## src/rtl/uart_rx_module.sv

```systemverilog
// UART 8N1 receiver driven by the shared 16x baud tick; samples each bit at its
// middle, shifts LSB first, and strobes RXDONE/FERR for one cycle at mid stop bit.
module uart_rx_module #(
    parameter int NB_RXMODULE_DATA  = 8,
    parameter int SB_RXMODULE_TICKS = 16
) (
    input  logic                        i_clk,
    input  logic                        i_reset,
    input  logic                        i_rxmodule_RX,
    input  logic                        i_rxmodule_BRGTICKS,
    output logic [NB_RXMODULE_DATA-1:0] o_rxmodule_DOUT,
    output logic                        o_rxmodule_RXDONE,
    output logic                        o_rxmodule_FERR,
    output logic                        o_rxmodule_BUSY
);

    localparam int BCW = (NB_RXMODULE_DATA > 1) ? $clog2(NB_RXMODULE_DATA) : 1;

    typedef enum logic [1:0] {
        IDLE  = 2'b00,
        START = 2'b01,
        DATA  = 2'b10,
        STOP  = 2'b11
    } state_t;

    state_t                      state, state_next;
    logic [4:0]                  tick_cnt, tick_cnt_next;
    logic [BCW-1:0]              bit_cnt, bit_cnt_next;
    logic [NB_RXMODULE_DATA-1:0] shreg, shreg_next;
    logic [NB_RXMODULE_DATA-1:0] dout, dout_next;
    logic                        done, done_next;
    logic                        ferr, ferr_next;
    logic                        rx_meta, rx_s, rx_prev;

    // Line idles high, so the synchronizer resets to 1 to avoid a false start edge.
    always_ff @(posedge i_clk) begin
        if (i_reset) begin
            rx_meta <= 1'b1;
            rx_s    <= 1'b1;
            rx_prev <= 1'b1;
        end else begin
            rx_meta <= i_rxmodule_RX;
            rx_s    <= rx_meta;
            rx_prev <= rx_s;
        end
    end

    always_ff @(posedge i_clk) begin
        if (i_reset) begin
            state    <= IDLE;
            tick_cnt <= '0;
            bit_cnt  <= '0;
            shreg    <= '0;
            dout     <= '0;
            done     <= 1'b0;
            ferr     <= 1'b0;
        end else begin
            state    <= state_next;
            tick_cnt <= tick_cnt_next;
            bit_cnt  <= bit_cnt_next;
            shreg    <= shreg_next;
            dout     <= dout_next;
            done     <= done_next;
            ferr     <= ferr_next;
        end
    end

    always_comb begin
        state_next    = state;
        tick_cnt_next = tick_cnt;
        bit_cnt_next  = bit_cnt;
        shreg_next    = shreg;
        dout_next     = dout;
        done_next     = 1'b0;
        ferr_next     = 1'b0;
        case (state)
            IDLE: begin
                if (rx_prev && !rx_s) begin
                    state_next    = START;
                    tick_cnt_next = '0;
                end
            end
            START: begin
                if (i_rxmodule_BRGTICKS) begin
                    if (tick_cnt == 5'd7) begin
                        if (!rx_s) begin
                            state_next    = DATA;
                            tick_cnt_next = '0;
                            bit_cnt_next  = '0;
                        end else begin
                            state_next = IDLE;
                        end
                    end else begin
                        tick_cnt_next = tick_cnt + 5'd1;
                    end
                end
            end
            DATA: begin
                if (i_rxmodule_BRGTICKS) begin
                    if (tick_cnt == 5'd15) begin
                        tick_cnt_next = '0;
                        shreg_next    = {rx_s, shreg[NB_RXMODULE_DATA-1:1]};
                        if (bit_cnt == BCW'(NB_RXMODULE_DATA - 1))
                            state_next = STOP;
                        else
                            bit_cnt_next = bit_cnt + 1'b1;
                    end else begin
                        tick_cnt_next = tick_cnt + 5'd1;
                    end
                end
            end
            STOP: begin
                if (i_rxmodule_BRGTICKS) begin
                    if (tick_cnt == 5'(SB_RXMODULE_TICKS - 1)) begin
                        state_next = IDLE;
                        dout_next  = shreg;
                        done_next  = 1'b1;
                        ferr_next  = ~rx_s;
                    end else begin
                        tick_cnt_next = tick_cnt + 5'd1;
                    end
                end
            end
            default: state_next = IDLE;
        endcase
    end

    assign o_rxmodule_DOUT   = dout;
    assign o_rxmodule_RXDONE = done;
    assign o_rxmodule_FERR   = ferr;
    assign o_rxmodule_BUSY   = (state != IDLE);

endmodule

```

## config.mk

```make
export PLATFORM = sky130hd
export DESIGN_NAME = uart_rx_module
export DESIGN_NICKNAME = d
export VERILOG_FILES = /design/src/rtl/uart_rx_module.sv
export SDC_FILE = /design/constraint.sdc
export NUM_CORES = 1
export LEC_CHECK = 0
export CORE_MARGIN = 2
export CORE_UTILIZATION = 35
export DETAILED_ROUTE_END_ITERATION = 7
export PLACE_DENSITY = 0.59
export SYNTH_ARGS = -nofsm -noshare
export SYNTH_HDL_FRONTEND = slang
export SYNTH_SLANG_ARGS = --single-unit
```

## constraint.sdc

```tcl
create_clock -name i_clk -period 3 [get_ports i_clk]
set_input_delay 0.6 -clock i_clk [delete_from_list [all_inputs] [get_ports i_clk]]
set_output_delay 0.6 -clock i_clk [all_outputs]
set_load 0.03 [all_outputs]
```

# [Yosys cells after proc, flatten, opt, wreduce, memory -nomap -nowiden]
# Index checks and enable logic that the tools add are counted.
[totals] word_cells=73 inputBits=4 reg_bits=31
[classes] add_sub_neg=2 mux=27 bitwise=4 reduce_logical=12 eq_ne=18
[ops] cell="2-to-1 mux 5 bit" n=8
[ops] cell="!= test 2 bit, second input constant" n=11
[ops] cell="one-hot mux 5 bit (4 select lines)" n=1
[ops] cell="2-to-1 mux 2 bit" n=9
[ops] cell="2-to-1 mux 3 bit" n=6
[ops] cell="one-hot mux 2 bit (4 select lines)" n=1
[ops] cell="AND reduction 8 bit" n=1
[ops] cell="AND reduction 7 bit" n=1
[ops] cell="one-hot mux 3 bit (2 select lines)" n=1
[ops] cell="AND reduction 3 bit" n=2
[ops] cell="AND reduction 6 bit" n=1
[ops] cell="adder 5 x 1 -> 5 bit, second input constant" n=1
[ops] cell="equality test 5 x 3 -> 1 bit, second input constant" n=1
[ops] cell="equality test 5 x 4 -> 1 bit, second input constant" n=1
[ops] cell="equality test 2 bit, second input constant" n=2
[ops] cell="inverter 1 bit" n=4
[ops] cell="nonzero test 2 bit" n=2
[ops] cell="OR reduction 4 bit" n=1
[ops] cell="adder 3 x 1 -> 3 bit, second input constant" n=1
[ops] cell="equality test 3 bit, second input constant" n=1
[ops] cell="!= test 3 bit, second input constant" n=1
[ops] cell="OR reduction 3 bit" n=1
[ops] cell="equality test 2 x 1 -> 1 bit, second input constant" n=1
[ops] cell="logical NOT 2 bit" n=1
[ops] cell="other kinds (3)" n=3

# [Depth between registers and ports, before layout]
# Gate-level depths: netlist of run 1.
[logic_depth] depth_word=5 depth_mapped=7 depth_no_buf=7

# [Worst setup path before layout of run 1]
# No wires, ideal clock.
[synth_timing] path_type="reg2reg" start="register bit_cnt[0]" end="register bit_cnt[0]" arrival_ns=1.521 path_stages_with_launch=7 slack_ns=1.408 n_path_buf=0 setup_ns=0.071 required_time_ns=2.929 path_cell_list="dfxtp_1 > ha_1 > ha_1 > nor3b_4 > o221ai_2 > or4_1 > a21oi_1"
[synth_between] elab_chain_len=5 word_cells_on_any_way=8 cone_classes="add/sub (1); eq/ne (2); mux (4); reduce/logical (1)"
[synth_rtl] element="start: declaration" line_no="28" text="logic [BCW-1:0] bit_cnt, bit_cnt_next;"
[synth_rtl] element="start signal: assignment" line_no="60" text="bit_cnt <= bit_cnt_next;"
[synth_rtl] element="adder 3 x 1 -> 3 bit" line_no="106" text="bit_cnt_next = bit_cnt + 1'b1;"
[synth_rtl] element="2-to-1 mux 3 bit" line_no="103" text="if (bit_cnt == BCW'(NB_RXMODULE_DATA - 1))"
[synth_rtl] element="2-to-1 mux 3 bit" line_no="100" text="if (tick_cnt == 5'd15) begin"
[synth_rtl] element="2-to-1 mux 3 bit" line_no="99" text="if (i_rxmodule_BRGTICKS) begin"
[synth_rtl] element="one-hot mux 3 bit (2 select lines)" line_no="76" text="case (state)"
# Parallel ways exist; a longest one is shown, timed or not. The select of a mux whose other input is x is not followed.
# A chain may end at the register's enable or synchronous reset.

# [Worst setup path in the final report of run 1]
[layout_timing] start="register state[0]" end="output o_rxmodule_BUSY"
[layout_between] elab_chain_len=1
[layout_rtl] element="start: declaration" line_no="26" text="state_t state, state_next;"
[layout_rtl] element="start signal: assignment" line_no="58" text="state <= state_next;"
[layout_rtl] element="nonzero test 2 bit" line_no="131" text="assign o_rxmodule_BUSY = (state != IDLE);"
[layout_rtl] element="end: declaration" line_no="14" text="output logic o_rxmodule_BUSY"
# Every way passes these cells.

==> reports/results.tsv, run 1 <==
metric	value	unit
status	complete, no violations	
tightest_slew	0.597	ns
max-vdd-ir-drop	0.262	mV
hp-class	reg -> reg	
clock_skew	0.00401	ns
slew_headroom	0.601	
r2r-start	tick_cnt[0]	
cts.clk_slew.worst_paths	0.06	ns
min_to	rx_s	
die_x	67.6	um
ys_seq_area_frac	0.439	
synth_top_cell_area_share	0.439	
die_area	0.00456	mm^2
vias_per_cell	5.18	
grt.overflow.total	0	
firstDrtPassIters	4	
vias	1073	
clock_sinks	31	
cts_hold_buf	0	
hpwl	1840	um
grt_pass1_wl	4600	um
post_cts_buffers	0	
hold_start	rx_meta	
grt_pass1_vias	1023	
cp_max_fo	18	
cts_buffers	5	
yosysTopAreaCell	dfxtp_1	
yosys_most_used_dff	dfxtp_1	
worstHoldPathCells	1	
drtIter0Drc	73	
io_buffers	14	
p_leak	0.674	nW
coreArea	0.00394	mm^2
ios	15	
timing.fmax	392	MHz
diodes	0	
synthArstFlopShare	0	
clock_latency	0.28	ns
synth-seq-cells	31	
syn-instance-count	143	
htreeDepth	2	
ant_nets	0	
synth_cell_type_count	44	
yosys_warnings	0	
antenna_found_initial	0	
end_kind	output pin	
final_cell_mix	dfxtp_1 (31), nor2_1 (20), mux2i_1 (16), clkdlybuf4s50_1 (14)	
drive_gt1_frac	0.134	
crit_arrival	1.95	ns
post-route-min-period	2.55	ns
grt_usage	0.135	
syn_area_per_cell	9.89	um^2
start_util	0.359	
critPathRequiredTime	2.40	ns
synthTopCellsByArea	dfxtp_1 (44%), mux2i_1 (11%), nor2_1 (5.3%)	
gp_congestion	0.763	
nFillCells	368	
die_h	67.6	um
rows	23	
rsz0062_at_grt	false	
fin_setup_tns	0	ns
syn_area	0.00141	mm^2
drc	0	
fin_crit_sh	0.849	
area_growth	18.8	%
cts_root_buf	clkbuf_8	
report.final.slew_viol_count	0	
hold_viol_final	0	
layout.cells.most_common	dfxtp_1	
crit_path_start_kind	flip-flop	
drv_cap	0	
setup_viol	0	
wirelength	2740	um
crit_type	reg -> out	
nets	164	
synth-edff-count	0	
postCtsResizedCells	0	
synth_fp_nets	151	
wl_per_cell	13.2	um
p_per_area	487	mW/mm^2
grt_max_degree	26	
reg2regPathDepth	5	
cts_tree	done	
power	818	uW
cts_buffer_depth	2	
r2r_slack	1.12	ns
reg2reg_to	shreg[2]	
## worst max-delay path by stage
stage | startpoint | end | slack (ns) | depth (start not counted)
after floorplan | bit_cnt[0] | bit_cnt[0] | 1.41 | 6
after global placement | state[0] | o_rxmodule_BUSY | 0.76 | 3
after detailed placement | state[0] | o_rxmodule_BUSY | 0.77 | 3
after CTS | state[0] | o_rxmodule_BUSY | 0.45 | 3
after global routing | state[0] | o_rxmodule_BUSY | 0.33 | 3
final | state[0] | o_rxmodule_BUSY | 0.45 | 3
## through the flow
stage	hold WS (ns)	setup WS [ns]	util	std cells	instance area, um^2
3_3_place_gp	0.394	0.763	0.401	199	1580
3_5_place_dp	0.396	0.766	0.401	199	1580
6_report	0.404	0.452	0.426	207	1680
4_1_cts	0.406	0.446	0.426	207	1680
2_1_floorplan	0.389	1.41	-	143	1410
5_1_grt	0.429	0.332	0.426	207	1680
## sequential cells by signal (all words and copies together), names as in the netlist, named ones only
name / count
rx_prev: 1
shreg: 8
rx_meta: 1
o_rxmodule_DOUT: 8
state: 1
o_rxmodule_RXDONE: 1
tick_cnt: 5
bit_cnt: 3
rx_s: 1
o_rxmodule_FERR: 1
## power breakdown
part / internal [mW] / switching (mW) / total, mW / leakage [nW]
clock: 0.209 / 0.149 / 0.358 / 0.0515
sequential: 0.415 / 0.00787 / 0.423 / 0.250
combinational: 0.0161 / 0.0205 / 0.0366 / 0.372
## layout make-up
cell class | count | area (um^2) | share of cell area
Multi-Input combinational cell | 97 | 718 | 0.428
Sequential cell | 31 | 621 | 0.370
Timing Repair Buffer | 17 | 163 | 0.0969
Clock buffer | 8 | 100 | 0.0596
Tap cell | 50 | 62.6 | 0.0373
Inverter | 4 | 15.0 | 0.00894
## cells by family after synthesis
family | Yosys count | synth area share
flops | 31 | 0.439
fa+ha+maj | 4 | 0.0354
buf+inv | 15 | 0.0531
mux | 18 | 0.129
compound gates | 29 | 0.151
simple gates | 46 | 0.192
## cells in the mapped netlist, types with 2 or more instances
cell type	number
nand2_1	4
a21oi_1	7
o21ai_0	6
a211oi_1	2
clkbuf_1	3
or2_2	2
dfxtp_1	31
and2_1	2
mux2i_1	16
ha_1	4
and3b_1	2
nand3_1	2
buf_2	6
o211ai_1	2
mux2_2	2
nand4b_1	2
nor2_1	20
inv_1	4
## metal layers
| metal | GRT usage | share of wire | vias up |
|---|---|---|---|
| met2 | 0.223 | 0.49 | 13 |
| met5 | 0 | 0 | - |
| met1 | 0.155 | 0.48 | 519 |
| li1 | - | - | 541 |
| met4 | 0.0510 | 0 | 0 |
| met3 | 0.0550 | 0.025 | 0 |
## critical path: stages, from the launching register on
cell and delay, ns:
dfxtp_1 0.70, nor2_1 0.13, inv_1 0.15, clkdlybuf4s50_1 0.69
Power figures use the tool's default switching activity.
==> run 2, diff against run 1 <==
PLACE_DENSITY = 0.61   (was 0.59)
clock period = 2.25 ns   (was 3 ns; I/O delays follow)
==> run 2 against run 1 <==
Net effect: hold slack improved by 0.014 ns; sequential cell count stayed put; critical path depth unchanged; non-clock buffer count up 2; sequential share of layout area shrank 0.70 points; clock power increased by 58%; core utilization grew 0.83 points; global-route usage up 0.84 points; largest cell class unchanged; largest power group is now the clock network.
==> reports/results.tsv, run 2 (synthesized netlist as in run 1, its figures left out) <==
metric	value	unit
cts_buffers	5	
firstDrtPassIters	4	
wirelength	2770	um
grt_pass1_wl	4870	um
hold_viol_final	0	
clock_skew	0.00529	ns
nets	166	
critPathRequiredTime	1.80	ns
layout.cells.most_common	dfxtp_1	
slew_headroom	0.763	
fin_setup_tns	0	ns
final_cell_mix	dfxtp_1 (31), nor2_1 (20), mux2i_1 (16), clkdlybuf4s50_1 (14), a21oi_1 (7)	
wl_per_cell	13.3	um
timing.fmax	507	MHz
antenna_found_initial	0	
hp-class	reg -> reg	
reg2regPathDepth	7	
drv_cap	0	
hpwl	1910	um
grt_usage	0.143	
drc	0	
cts_tree	done	
cts_root_buf	clkbuf_8	
coreArea	0.00394	mm^2
tightest_slew	0.354	ns
cts.clk_slew.worst_paths	0.07	ns
nFillCells	370	
rsz0062_at_grt	false	
area_growth	21.1	%
status	complete, no violations	
max-vdd-ir-drop	0.380	mV
htreeDepth	2	
gp_congestion	0.753	
end_kind	output pin	
reg2reg_to	tick_cnt[4]	
crit_path_end	o_rxmodule_BUSY	
crit_arrival	1.52	ns
report.final.slew_viol_count	0	
postCtsResizedCells	0	
die_h	67.6	um
vias_per_cell	5.16	
cts_hold_buf	0	
hold_ws	0.418	ns
p_per_area	691	mW/mm^2
ant_nets	0	
ios	15	
diodes	0	
die_x	67.6	um
cts_buffer_depth	2	
r2r_slack	0.49	ns
r2r-start	tick_cnt[0]	
die_area	0.00456	mm^2
p_leak	0.694	nW
fin_crit_sh	0.877	
drive_gt1_frac	0.151	
crit_path_start_kind	flip-flop	
rows	23	
post_cts_buffers	0	
setup_viol	0	
io_buffers	14	
grt_max_degree	26	
cp_max_fo	4	
crit_type	reg -> out	
start_util	0.359	
vias	1078	
clock_sinks	31	
grt_pass1_vias	1073	
post-route-min-period	1.97	ns
clock_latency	0.29	ns
grt.overflow.total	0	
drtIter0Drc	84	
-- run 2: layout make-up --
| cell class | count | area [um^2] | share of cell area |
|---|---|---|---|
| Sequential cell | 31 | 621 | 0.363 |
| Tap cell | 50 | 62.6 | 0.0365 |
| Clock inverter | 2 | 35.0 | 0.0205 |
| Timing Repair Buffer | 19 | 178 | 0.104 |
| Multi-Input combinational cell | 97 | 718 | 0.420 |
| Inverter | 4 | 15.0 | 0.00877 |
| Clock buffer | 6 | 82.6 | 0.0482 |
-- run 2: per-layer routing --
layer  track usage  vias up  wire [um]
li1              -      543          -
met2         0.235       16       1350
met5             0        -          0
met1         0.172      515       1270
met3        0.0500        4        109
met4        0.0536        0         39
-- run 2: critical path, stage by stage (launching register included) --
cell and delay [ns]:
dfxtp_1 0.34, nor2_1 0.07, inv_1 0.13, clkdlybuf4s50_1 0.69
-- run 2: power breakdown --
| group | internal [mW] | switching (mW) |
|---|---|---|
| Clock | 0.358 | 0.208 |
| Combinational | 0.0234 | 0.0355 |
| Sequential | 0.554 | 0.00354 |
-- run 2: through the flow --
stage / worst slack (ns) / cells / utilization / total power [mW] / cell area [um^2]
2_1_floorplan: 0.658 / 143 / - / 0.610 / 1410
5_1_grt: 0.210 / 209 / 0.434 / 1.22 / 1710
3_5_place_dp: 0.217 / 201 / 0.404 / 0.629 / 1590
3_3_place_gp: 0.267 / 201 / 0.404 / 0.627 / 1590
6_report: 0.277 / 209 / 0.434 / 1.18 / 1710
4_1_cts: 0.270 / 209 / 0.434 / 1.20 / 1710
-- run 2: worst min path at each step --
stage / start / to / depth (start not counted)
2_1_floorplan: rx_meta / rx_s / 1
3_3_place_gp: rx_meta / rx_s / 1
3_5_place_dp: rx_meta / rx_s / 1
4_1_cts: rx_meta / rx_s / 1
5_1_grt: rx_meta / rx_s / 1
6_report: rx_meta / rx_s / 1
==> run 3, diff against run 2 <==
clock period = 1.8 ns   (was 2.25 ns; I/O delays follow)
==> run 3 against run 2 <==
Net effect: via count up 3.2%; core utilization increased by 0.76 points; total power is 10% higher; cell count grew 1.9%; largest power group is now sequential cells.
==> reports/results.tsv, run 3 (synthesized netlist as in run 1, its figures left out) <==
metric	value	unit
grt_pass1_wl	5040	um
fin_crit_sh	0.943	
dpl_cell_area	0.00163	mm^2
cts.clk_slew.worst_paths	0.06	ns
nets	170	
max-vdd-ir-drop	0.454	mV
power	1.30	mW
diodes	0	
post-route-min-period	1.70	ns
clock_power_share	0.403	
grt_pass1_vias	1154	
p_sw_frac	0.235	
grt_usage	0.146	
die_h	67.6	um
fin_setup_tns	0	ns
hpwl	2090	um
layout.cells.most_common	dfxtp_1	
drive_gt1_frac	0.209	
final_cell_mix	dfxtp_1 (28), nor2_1 (20), mux2i_1 (16), clkdlybuf4s50_1 (13), buf_4 (9)	
clock_sinks	31	
ios	15	
report.final.slew_viol_count	0	
die_area	0.00456	mm^2
p_comb_frac	0.057	
cts_buffer_depth	2	
hp-class	reg -> reg	
htreeDepth	2	
crit_path_start_kind	input port	
rsz0062_at_grt	false	
clock_latency	0.28	ns
slowest_delay	0.62	ns
switching_power	306	uW
p_seq_frac	0.541	
path_cells	clkdlybuf4s50_1, o21ai_0, o31ai_2, a21oi_1, a221o_1	
cts_buffers	5	
cts_root_buf	clkbuf_8	
post_cts_buffers	0	
crit_type	in -> reg	
ant_nets	0	
start_util	0.359	
hold_viol_final	0	
die_x	67.6	um
cp_top_family	compound AO/OA/AOI/OAI gates	
rows	23	
clock_skew	0.00733	ns
firstDrtPassIters	4	
crit_arrival	1.86	ns
status	complete, no violations	
hold_ws	0.410	ns
gp_congestion	0.819	
slew_headroom	0.729	
crit_slowest_cell	clkdlybuf4s50_1	
setup_viol	0	
vias_per_cell	5.23	
coreArea	0.00394	mm^2
end_kind	flip-flop	
wl_per_cell	13.5	um
utilization	0.442	
grt_max_degree	20	
io_buffers	14	
wirelength	2880	um
p_leak	0.692	nW
r2r_slack	0.13	ns
internal-power	995	uW
antenna_found_initial	0	
drv_cap	0	
cp.buffers_inverters	1	
timing.fmax	589	MHz
postLayoutCellArea	0.00174	mm^2
vias	1113	
cts_tree	done	
tightest_slew	0.404	ns
p_per_area	747	mW/mm^2
cp_max_fo	7	
grt.overflow.total	0	
area_growth	23.2	%
drc	0	
critPathRequiredTime	1.96	ns
drtIter0Drc	37	
==> run 3: changes by cell type in the layout (fill, tap and decap cells not counted), sizes merged <==
cell and delta:
buf +5, clkinvlp +1, clkdlybuf4s50 -1, bufinv -1
==> run 3: layout make-up <==
type | count | area [um^2]
fillers | 369 | 2200
multi-input cells | 97 | 737
flip-flops and latches | 31 | 624
repair buffers | 23 | 218
clock buffers | 6 | 72.6
well taps | 50 | 62.6
inverters | 4 | 15.0
clock inverters | 2 | 12.5
==> run 3: layer usage <==
layer | global-route usage | wire length [um]
met5 | 0 | 0
met3 | 0.0550 | 90
met2 | 0.248 | 1430
met4 | 0.0663 | 55
met1 | 0.161 | 1300
==> run 3: power by group through the flow <==
stage / clock [mW] / combinational [mW] / sequential (mW)
finish: 0.524 / 0.0736 / 0.703
global route: 0.569 / 0.0798 / 0.704
CTS: 0.547 / 0.0733 / 0.702
detailed placement: 0 / 0.0731 / 0.717
global placement: 0 / 0.0699 / 0.717
floorplan: 0 / 0.0525 / 0.710
==> run 3: per-stage QoR <==
stage / std cells / setup slack [ns]
final: 213 / 0.102
after global routing: 213 / 0.0131
after CTS: 213 / 0.0439
after detailed placement: 205 / -0.137
after global placement: 205 / -0.0466
after floorplan: 143 / 0.208
==> run 3: final timing paths <==
| path | startpoint | end | cells after the start |
|---|---|---|---|
| hold reg to reg | rx_meta | rx_s | 1 |
| setup / recovery | i_rxmodule_BRGTICKS | tick_cnt[3] | 5 |
| hold / removal | rx_meta | rx_s | 1 |
| setup reg to reg | bit_cnt[0] | bit_cnt[0] | 6 |
==> run 3: timing repair <==
item                                   in CTS  in global routing
hold buffers                                0                  0
gates resized for setup                     1                  6
setup endpoints to repair                   1                  2
endpoints found under the hold margin       0                  0
pin swaps                                   0                  2
